**src/rtl/avalon_pkg.sv**
```systemverilog
// rtl/avalon_pkg.sv - shared types, response codes and default widths for the Avalon burst master
package avalon_pkg;

  localparam int DEF_ADDR_W      = 13;
  localparam int DEF_DATA_W      = 32;
  localparam int DEF_MAX_BURST   = 512;
  localparam int DEF_TIMEOUT_CYC = 1024;
  localparam int BCNT_W          = 10;

  typedef enum logic [2:0] {
    ST_IDLE,
    ST_WR_BURST,
    ST_RD_REQ,
    ST_RD_DATA,
    ST_FINISH
  } state_t;

  typedef enum logic [1:0] {
    RESP_OKAY        = 2'b00,
    RESP_SLVERR      = 2'b10,
    RESP_DECODEERROR = 2'b11
  } resp_t;

  function automatic logic len_valid(input logic [BCNT_W-1:0] len, input int max_len);
    return (len != '0) && (32'(len) <= 32'(max_len));
  endfunction

endpackage

```
**src/rtl/burst_beat_counter.sv**
```systemverilog
// rtl/burst_beat_counter.sv - beat counter: loads burst length, counts accepted beats, flags the last one
module burst_beat_counter
  import avalon_pkg::*;
#(
  parameter int W = BCNT_W
) (
  input  logic         clk,
  input  logic         reset,
  input  logic         i_load,
  input  logic [W-1:0] i_len,
  input  logic         i_inc,
  output logic [W-1:0] o_count,
  output logic         o_last
);

  logic [W-1:0] r_count;
  logic [W-1:0] r_len;
  logic [W-1:0] w_next;

  assign w_next  = r_count + W'(1);
  assign o_count = r_count;
  assign o_last  = (w_next == r_len);

  always_ff @(posedge clk or posedge reset) begin
    if (reset) begin
      r_count <= '0;
      r_len   <= '0;
    end else if (i_load) begin
      r_count <= '0;
      r_len   <= i_len;
    end else if (i_inc && (r_count != r_len)) begin
      // saturate at the loaded length so the count never wraps
      r_count <= w_next;
    end
  end

endmodule

```
**src/rtl/avalon_burst_master.sv**
```systemverilog
// rtl/avalon_burst_master.sv - single-command Avalon-MM burst read/write master
// Optional stall watchdog enabled by defining AVALON_MASTER_BURST_TIMEOUT_EN.
module avalon_burst_master
  import avalon_pkg::*;
#(
  parameter int ADDR_W      = DEF_ADDR_W,
  parameter int DATA_W      = DEF_DATA_W,
  parameter int MAX_BURST   = DEF_MAX_BURST,
  parameter int TIMEOUT_CYC = DEF_TIMEOUT_CYC
) (
  input  logic              clk,
  input  logic              reset,
  input  logic              cmd_valid,
  output logic              cmd_ready,
  input  logic              cmd_write,
  input  logic [ADDR_W-1:0] cmd_addr,
  input  logic [BCNT_W-1:0] cmd_len,
  input  logic [DATA_W-1:0] wr_data,
  input  logic              wr_valid,
  output logic              wr_ready,
  output logic [DATA_W-1:0] rd_data,
  output logic              rd_valid,
  output logic              done,
  output logic              err,
  output logic [ADDR_W-1:0] address,
  output logic              write,
  output logic              read,
  output logic              beginbursttransfer,
  output logic [BCNT_W-1:0] burstcount,
  output logic [DATA_W-1:0] writedata,
  input  logic [DATA_W-1:0] readdata,
  input  logic              readdatavalid,
  input  logic              waitrequest,
  input  logic [1:0]        response
);

  state_t            r_state;
  logic [ADDR_W-1:0] r_addr;
  logic [BCNT_W-1:0] r_burst;
  logic              r_err;

  logic              w_accept;
  logic              w_len_ok;
  logic              w_wr_beat;
  logic              w_rd_req_ok;
  logic              w_rd_beat;
  logic              w_progress;
  logic              w_timeout;
  logic [BCNT_W-1:0] w_count;
  logic              w_last;

  assign w_accept    = cmd_valid && (r_state == ST_IDLE);
  assign w_len_ok    = len_valid(cmd_len, MAX_BURST);
  assign w_wr_beat   = (r_state == ST_WR_BURST) && wr_valid && !waitrequest;
  assign w_rd_req_ok = (r_state == ST_RD_REQ) && !waitrequest;
  assign w_rd_beat   = (r_state == ST_RD_DATA) && readdatavalid;
  assign w_progress  = w_wr_beat || w_rd_req_ok || w_rd_beat;

  burst_beat_counter #(.W(BCNT_W)) u_beat_cnt (
    .clk     (clk),
    .reset   (reset),
    .i_load  (w_accept),
    .i_len   (cmd_len),
    .i_inc   (w_wr_beat || w_rd_beat),
    .o_count (w_count),
    .o_last  (w_last)
  );

`ifdef AVALON_MASTER_BURST_TIMEOUT_EN
  localparam int WDOG_W = $clog2(TIMEOUT_CYC + 1);
  logic [WDOG_W-1:0] r_wdog;

  always_ff @(posedge clk or posedge reset) begin
    if (reset) begin
      r_wdog <= '0;
    end else if (r_state == ST_IDLE || r_state == ST_FINISH || w_progress) begin
      r_wdog <= '0;
    end else begin
      r_wdog <= r_wdog + WDOG_W'(1);
    end
  end

  assign w_timeout = (r_wdog == WDOG_W'(TIMEOUT_CYC - 1)) && !w_progress;
`else
  // no watchdog: a stalled slave is waited on indefinitely
  assign w_timeout = 1'b0 && (TIMEOUT_CYC > 0);
`endif

  always_ff @(posedge clk or posedge reset) begin
    if (reset) begin
      r_state <= ST_IDLE;
      r_addr  <= '0;
      r_burst <= '0;
      r_err   <= 1'b0;
    end else begin
      case (r_state)
        ST_IDLE: begin
          if (cmd_valid) begin
            r_addr  <= cmd_addr;
            r_burst <= cmd_len;
            r_err   <= !w_len_ok;
            if (!w_len_ok)      r_state <= ST_FINISH;
            else if (cmd_write) r_state <= ST_WR_BURST;
            else                r_state <= ST_RD_REQ;
          end
        end
        ST_WR_BURST: begin
          if (w_timeout) begin
            r_err   <= 1'b1;
            r_state <= ST_FINISH;
          end else if (w_wr_beat && w_last) begin
            r_state <= ST_FINISH;
          end
        end
        ST_RD_REQ: begin
          if (w_timeout) begin
            r_err   <= 1'b1;
            r_state <= ST_FINISH;
          end else if (w_rd_req_ok) begin
            r_state <= ST_RD_DATA;
          end
        end
        ST_RD_DATA: begin
          if (w_rd_beat) begin
            if (response != RESP_OKAY) r_err <= 1'b1;
            if (w_last)                r_state <= ST_FINISH;
          end else if (w_timeout) begin
            r_err   <= 1'b1;
            r_state <= ST_FINISH;
          end
        end
        ST_FINISH: r_state <= ST_IDLE;
        default:   r_state <= ST_IDLE;
      endcase
    end
  end

  assign cmd_ready          = (r_state == ST_IDLE);
  assign write              = (r_state == ST_WR_BURST) && wr_valid;
  assign writedata          = write ? wr_data : '0;
  assign wr_ready           = w_wr_beat;
  assign read               = (r_state == ST_RD_REQ);
  // the first beat may sit under waitrequest, so the strobe follows the beat count, not a cycle
  assign beginbursttransfer = read || (write && (w_count == '0));
  assign address            = r_addr;
  assign burstcount         = r_burst;
  assign rd_valid           = w_rd_beat;
  assign rd_data            = readdata;
  assign done               = (r_state == ST_FINISH);
  assign err                = r_err;

endmodule

```
**config.mk**
```make
export PLATFORM = sky130hd
export DESIGN_NAME = avalon_burst_master
export DESIGN_NICKNAME = d
export VERILOG_FILES = /design/src/rtl/avalon_pkg.sv /design/src/rtl/burst_beat_counter.sv /design/src/rtl/avalon_burst_master.sv
export SDC_FILE = /design/constraint.sdc
export NUM_CORES = 1
export LEC_CHECK = 0
export ABC_AREA = 0
export CAP_MARGIN = 10
export CORE_AREA = 2 2 92 94
export CTS_BUF_LIST = sky130_fd_sc_hd__clkbuf_4 sky130_fd_sc_hd__clkbuf_8
export DETAILED_ROUTE_END_ITERATION = 7
export DIE_AREA = 0 0 94 96
export GPL_ROUTABILITY_DRIVEN = 0
export PLACE_DENSITY_LB_ADDON = 0.08
export SYNTH_ARGS = -nofsm -noshare
export SYNTH_HDL_FRONTEND = slang
export SYNTH_SLANG_ARGS = --single-unit
```
**constraint.sdc**
```tcl
create_clock -name clk -period 1.9 [get_ports clk]
set_input_delay 0.285 -clock clk [delete_from_list [all_inputs] [get_ports clk]]
set_output_delay 0.285 -clock clk [all_outputs]
set_load 0.1 [all_outputs]
```
==> metrics.md, run 1 <==
| Metric | Value |
|---|---|
| Status | `finished, violations left` |
| Failing checks | `negative setup slack` |
| Die Wd | `roughly 94 µm` |
| R2R Setup Slk | `-0.25 ns` |
| Seq pwr share | `13.7%` |
| Root buffer cell | `clkbuf_8` |
| CTS tree | `done` |
| RR Endpoint | `r_state[1]` |
| Worst Setup Slack, final | `-0.336 ns` |
| Synth cell count leaders | `37 x dfrtp_1, 34 x and2_1, 34 x buf_4` |
| Max Cap Violations | `0` |
| Area share of the largest cell type after synthesis | `36.9%` |
| RSZ-0062 raised after global routing | `yes` |
| Period utilization | `118%` |
| Die ar. | `between 9000 and 10000 µm²` |
| Slew headroom | `between 60% and 70%` |
| Vias | `approximately 2500` |
| Vias per cell | `around 4.8` |
| Synth unique cells | `40` |
| Layout Cells excl Fill | `523` |
| Ys flop type | `dfrtp_1` |
| Leak Pwr | `2.17 nW` |
| CP startpoint | `u_beat_cnt.o_count[0]` |
| Fmax | `between 400 and 500 MHz` |
| Total Power | `10.4 mW` |
| Clk Latency, worst-skew pair | `0.29 ns` |
| Chip Height | `~96 µm` |
| DRT Wirelength | `8700 µm` |
| Post-synth top area cell | `dfrtp_1` |
| Crit path to | `beginbursttransfer` |
| Ys Warns | `0` |
| DR iter-0 viols | `51` |
| Pwr dens | `roughly 2100 nW/µm²` |
| CP arrival | `approximately 2 ns` |
| Clk pwr share | `under 10%` |
| R2R Path Start | `u_beat_cnt.o_count[0]` |
| Sw frac | `a little under three fifths` |
| # DRC | `0` |
| Seq cells post-synth | `37` |
| Simple-gate share of the synthesized area | `22.5%` |
| Largest cells by area after synthesis | `dfrtp_1 37%, mux2_2 10%, buf_4 10%` |
| Post-synth ARST share | `between 90% and 100%` |
| Clk slew on worst S/H paths | `approximately 0.080 ns` |
| R2R cell count | `9` |
| Compound-Gate Fraction of Synth Area | `~8.1%` |
| Placed Cells | `between 400 and 500` |
| Layout Nets | `approximately 520` |
| Crit path time final | `2.24 ns` |
| Area of the multi-input gates | `about 1500 µm²` |
| Largest net degree at the start of global routing | `38` |
| CTS sink cnt | `37` |
| Post-Synthesis Cell Area | `2510 µm²` |
| Fillers | `between 600 and 700` |
| Startpoint types | `flop` |
| Post-DRT Antenna Nets | `0` |
| Hold Crit Class | `input port to asynchronous set/reset pin` |
| CTS Hold Bufs | `0` |
| Buffers on Ports | `around 130` |
| Internal power | `approximately 4.7 mW` |
| GR Overflow Total | `0` |
| Post-Syn Nets | `~360` |
| Switching pwr | `between 5 and 6 mW` |
| Synth Area per Inst | `~9.5 µm²` |
| Final worst clock skew | `around 0.0077 ns` |
| Fin. Hold Viols | `0` |
| Fin util | `62.5%` |
| Logic gate share of total power | `80.7%` |
| Number of global-route vias before repair | `about 2500` |
| Worst Path Required | `1.62 ns` |
| Multiplexer share of the synthesized area | `10.7%` |
| # IOs | `191` |
| Clock H-tree levels | `2` |
| Final Setup Violations | `38` |
| Number of CTS-inserted buffers | `5` |
| Post-synthesis adder-cell area fraction | `less than 1%` |
| First-pass GRT wire length | `12400 µm` |
| N_diodes | `0` |
| Share of cells above drive strength 1 | `between 50 and 60%` |
| First-pass detailed-route iteration total | `4` |
| Worst-path maximum fanout | `3` |
| P&R area growth vs syn | `101%` |
| Worst Max-Slew Pin Slew | `~0.48 ns` |
| Crit end category | `output pin` |
| Slew Limit Fails | `0` |
| Clock tree buffer depth | `2` |
| Largest family of logic cells by synthesized area | `simple AND/OR/NAND/NOR gates` |
| FF/Latch Area | `approximately 940 µm²` |
| Detailed placement HPWL | `between 6000 and 7000 µm` |
| Part of the Yosys area used for sequential elements | `36.9%` |
| Rows | `33` |
| Post-synthesis xor/xnor area fraction | `6.99%` |
| Core footprint | `roughly 8000 µm²` |
| Dpl ws | `-0.282 ns` |
| Antenna violations before repair | `0` |
| Setup TNS | `-2.77 ns` |
| Initial Util | `31.1%` |
| Count leader, synth | `dfrtp_1` |
| Syn Inst Count | `around 260` |
| Worst setup path class | `flop to output pin` |
| GRT Overall Usage | `around 18%` |
| EDFF count, synth | `0` |
| Routed len/inst | `16.6 µm` |
| VDD IR max | `0.00130 V` |
## state kept, by name (all words and copies together) (netlist names)
name,flops
burstcount,10
err,1
r_state,3
address,13
u_beat_cnt.o_count,10
## metal layers
metal / global-route usage, % / part of all wire (%) / vias up
li1: - / - / 1183
met1: 20.7 / 37 / 1184
met2: 32.5 / 53 / 112
met3: 4.07 / 7.0 / 22
met4: 6.16 / 2.5 / 0
met5: 0 / 0 / -
## layout make-up
type                    instances  share of cell area (%)
well taps                     105                    2.61
flip-flops and latches         37                    18.6
repair buffers                191                    45.6
inverters                       9                   0.721
multi-input cells             174                    30.7
clock inverters                 1                   0.149
clock buffers                   6                    1.64
## cell usage in the layout (no fill, tap or decap), types with 3 or more instances in the layout
| cell type | n |
|---|---|
| and2_4 | 32 |
| nor4_2 | 3 |
| nor3b_1 | 3 |
| mux2_2 | 22 |
| nand3_1 | 3 |
| buf_4 | 68 |
| nand2_1 | 7 |
| clkdlybuf4s50_1 | 63 |
| o21ai_0 | 8 |
| buf_6 | 9 |
| buf_12 | 46 |
| or3_1 | 4 |
| dfrtp_1 | 28 |
| xnor2_1 | 9 |
| xor2_1 | 9 |
| dfrtp_2 | 9 |
| nor2_1 | 13 |
| a21oi_2 | 5 |
| nor3_2 | 4 |
| clkbuf_8 | 6 |
| clkbuf_16 | 3 |
| inv_1 | 8 |
| a21oi_1 | 7 |
## cell families (layout without fill, tap and decap cells)
family	count (synthesis)	count (layout)
xor+xnor	20	20
buf+inv	54	207
flops	37	37
compound gates	33	34
mux	24	24
fa+ha+maj	2	2
simple gates	94	94
## how the worst min path moves through the flow
stage                     startpoint            end  slack (ns)  cells after the start
after floorplan           cmd_len[8]  burstcount[8]        0.43                      1
after global placement    address[6]     address[6]        0.49                      1
after detailed placement  address[0]     address[0]        0.50                      1
after CTS                      reset     address[3]        0.42                      3
after global routing           reset     address[3]        0.44                      3
final                          reset     address[3]        0.39                      3
## metrics by stage
step | cell area, µm² | hold slack, ns
2_1_floorplan | 2640 | 0.433
6_report | 5030 | 0.393
5_1_grt | 5030 | 0.444
3_5_place_dp | 4380 | 0.502
4_1_cts | 4750 | 0.421
3_3_place_gp | 4380 | 0.492
## power by group through the flow
stage | registers [mW] | clock network [mW] | logic (mW)
2_1_floorplan | 3.22 | 0 | 3.44
3_3_place_gp | 1.40 | 0 | 7.29
3_5_place_dp | 1.41 | 0 | 7.32
4_1_cts | 1.41 | 0.591 | 7.94
5_1_grt | 1.47 | 0.614 | 8.74
6_report | 1.42 | 0.576 | 8.39
## what timing repair did
action,4_1_cts,5_1_grt
setup endpoints to repair,46,48
cloned,3,4
buffers inserted,10,12
gates resized for setup,37,30
pin swaps,20,31
## worst max-delay path, cell delays in order (launching register included)
cell      delay [ns]
dfrtp_1         0.40
buf_6           0.13
buf_4           0.14
inv_4           0.06
ha_4            0.12
nand3b_1        0.08
nor4_2          0.29
buf_4           0.15
a21o_4          0.12
buf_12          0.16
(Power assumes the default switching activity.)
==> run 2: changes to the inputs <==
--- a/config.mk
+++ b/config.mk
@@ -13,6 +13,7 @@
 export DIE_AREA = 0 0 94 96
 export GPL_ROUTABILITY_DRIVEN = 0
 export PLACE_DENSITY_LB_ADDON = 0.08
+export SLEW_MARGIN = 10
 export SYNTH_ARGS = -nofsm -noshare
 export SYNTH_HDL_FRONTEND = slang
 export SYNTH_SLANG_ARGS = --single-unit
==> results of run 2 <==
Same layout as run 1: the final DEF is identical, and so are final timing and power.
==> RTL edit, RTL diff (flow settings as in run 1) <==
Register the output `err` once more, without a reset; this adds one clock of latency there. The other outputs are not delayed to match.
--- a/src/rtl/avalon_burst_master.sv
+++ b/src/rtl/avalon_burst_master.sv
@@ -148,5 +148,7 @@
   assign rd_data            = readdata;
   assign done               = (r_state == ST_FINISH);
-  assign err                = r_err;
+  always_ff @(posedge clk) begin
+    err <= r_err;
+  end
 
 endmodule
Behaviour: not the same (Yosys sat finds a counterexample within 4 cycles, from zero or initial values and one cycle with reset high).
==> RTL edit against run 1 <==
Die area unchanged. Clock skew fell by 0.0038 ns. First-iteration DRC count unchanged. Sequential power rose by 4%. Worst setup slack improved by 0.13 ns. Sequential share of layout area is 0.60 points higher. Final cell count is 1.5% lower. Power is 0.89% lower. The run still ends with setup timing left. Wire length down 0.77%. Synthesized area increased by 0.80%. Clock power about the same. Synthesized cell count is 0.38% higher. Cell area decreased by 1.2%. Sequential cell count is 1 higher.
==> RTL edit: results (changes against run 1) <==
[outcome]
status=complete, but fails checks  ; unchanged
violations=setup timing  ; unchanged

[sta]
finalSetupTns_ns=-2.274  ; was -2.770 ns
setup_slack_ns=-0.2085  ; was -0.3362 ns
maxSlewHeadroom=0.6766  ; was 0.6825
setup_viol=35  ; was 38
fin_skew_ns=0.003916  ; was 0.007672 ns

[finish]
final_nets=507  ; was 516
layout-drive-gt1-share=0.5634  ; was 0.5718

[route]
routedWlPerCell_um=16.77  ; was 16.64 µm
viasPerCell=4.777  ; was 4.782
drt_wl_total_um=8635  ; was 8702 µm

[worst_hold_path]
hold_path.class=reg -> reg  ; was in -> async

[logic_synthesis]
synth-compound-area-share=0.08024  ; was 0.08088
synth-xor-area-share=0.06934  ; was 0.06990
synth_mux_area_frac=0.1065  ; was 0.1073
ys_types=41  ; was 40
ys_top_cells_by_area=dfrtp_1, mux2_2, buf_4  ; unchanged
synthAdderAreaFrac=0.009906  ; was 0.009985
syn-num-nets=363  ; was 362
syn_inst=265  ; was 264
async_reset_ff_frac=0.9737  ; was 1.000

[place]
dpl_cell_area_um2=4418  ; was 4380 µm²

[power_and_ir_drop]
ir_drop_uv=1618  ; was 1297 µV
seq_power_uw=1470  ; was 1420 µW
leakage_uw=0.002128  ; was 0.002170 µW
switching_share=0.5610  ; was 0.5503

[grt]
grt_usage=0.1828  ; was 0.1789

[critical_path]
ff2ff_path_depth=7  ; was 9
ff2ff_setup_slack_ns=-0.12  ; was -0.25 ns

[RTL edit: repair_timing]
item                                    4_1_cts  5_1_grt
resized for setup                            38       38
cloned                                        4        0
endpoints found under the setup margin       46       49
pin swaps                                    36       25
buffers inserted                             10        2
[RTL edit: through the flow]
stage / setup WS, ns / util
global placement: -0.2388 / 0.5487
floorplan: -0.3402 / -
detailed placement: -0.2439 / 0.5487
CTS: -0.2209 / 0.5970
finish: -0.2085 / 0.6177
global route: -0.3715 / 0.6177
[RTL edit: layer usage]
layer  vias up  track usage  share of wire
li1       1165            -              -
met1      1164       0.2035           0.36
met2       109       0.3369           0.55
met3        22      0.04699          0.077
met4         0      0.06522          0.020
met5         -            0              0
[RTL edit: worst max-delay path by stage]
stage / from / endpoint / slack [ns]
after detailed placement: u_beat_cnt.o_count[0] / r_state[1] / -0.24
after global placement: u_beat_cnt.o_count[0] / r_state[1] / -0.24
after global routing: u_beat_cnt.o_count[1] / beginbursttransfer / -0.37
final: u_beat_cnt.o_count[1] / beginbursttransfer / -0.21
after floorplan: r_state[0] / burstcount[1] / -0.34
after CTS: u_beat_cnt.o_count[6] / beginbursttransfer / -0.22
[RTL edit: worst reg2reg max path: cells and delay by family (launching register included)]
family / cells / cell delay (ns)
AOI/OAI and AO/OA: 1 / 0.11
xor gates and xnor gates: 1 / 0.15
buffers and inverters: 1 / 0.10
DFF: 1 / 0.40
and+or+nand+nor: 4 / 1.15
[RTL edit: cell type report]
cell class | instances | share of cell area
well taps | 105 | 0.02642
multi-input cells | 174 | 0.3210
clock inverters | 2 | 0.003019
inverters | 9 | 0.006792
clock buffers | 6 | 0.01535
flip-flops and latches | 38 | 0.1922
repair buffers | 181 | 0.4352
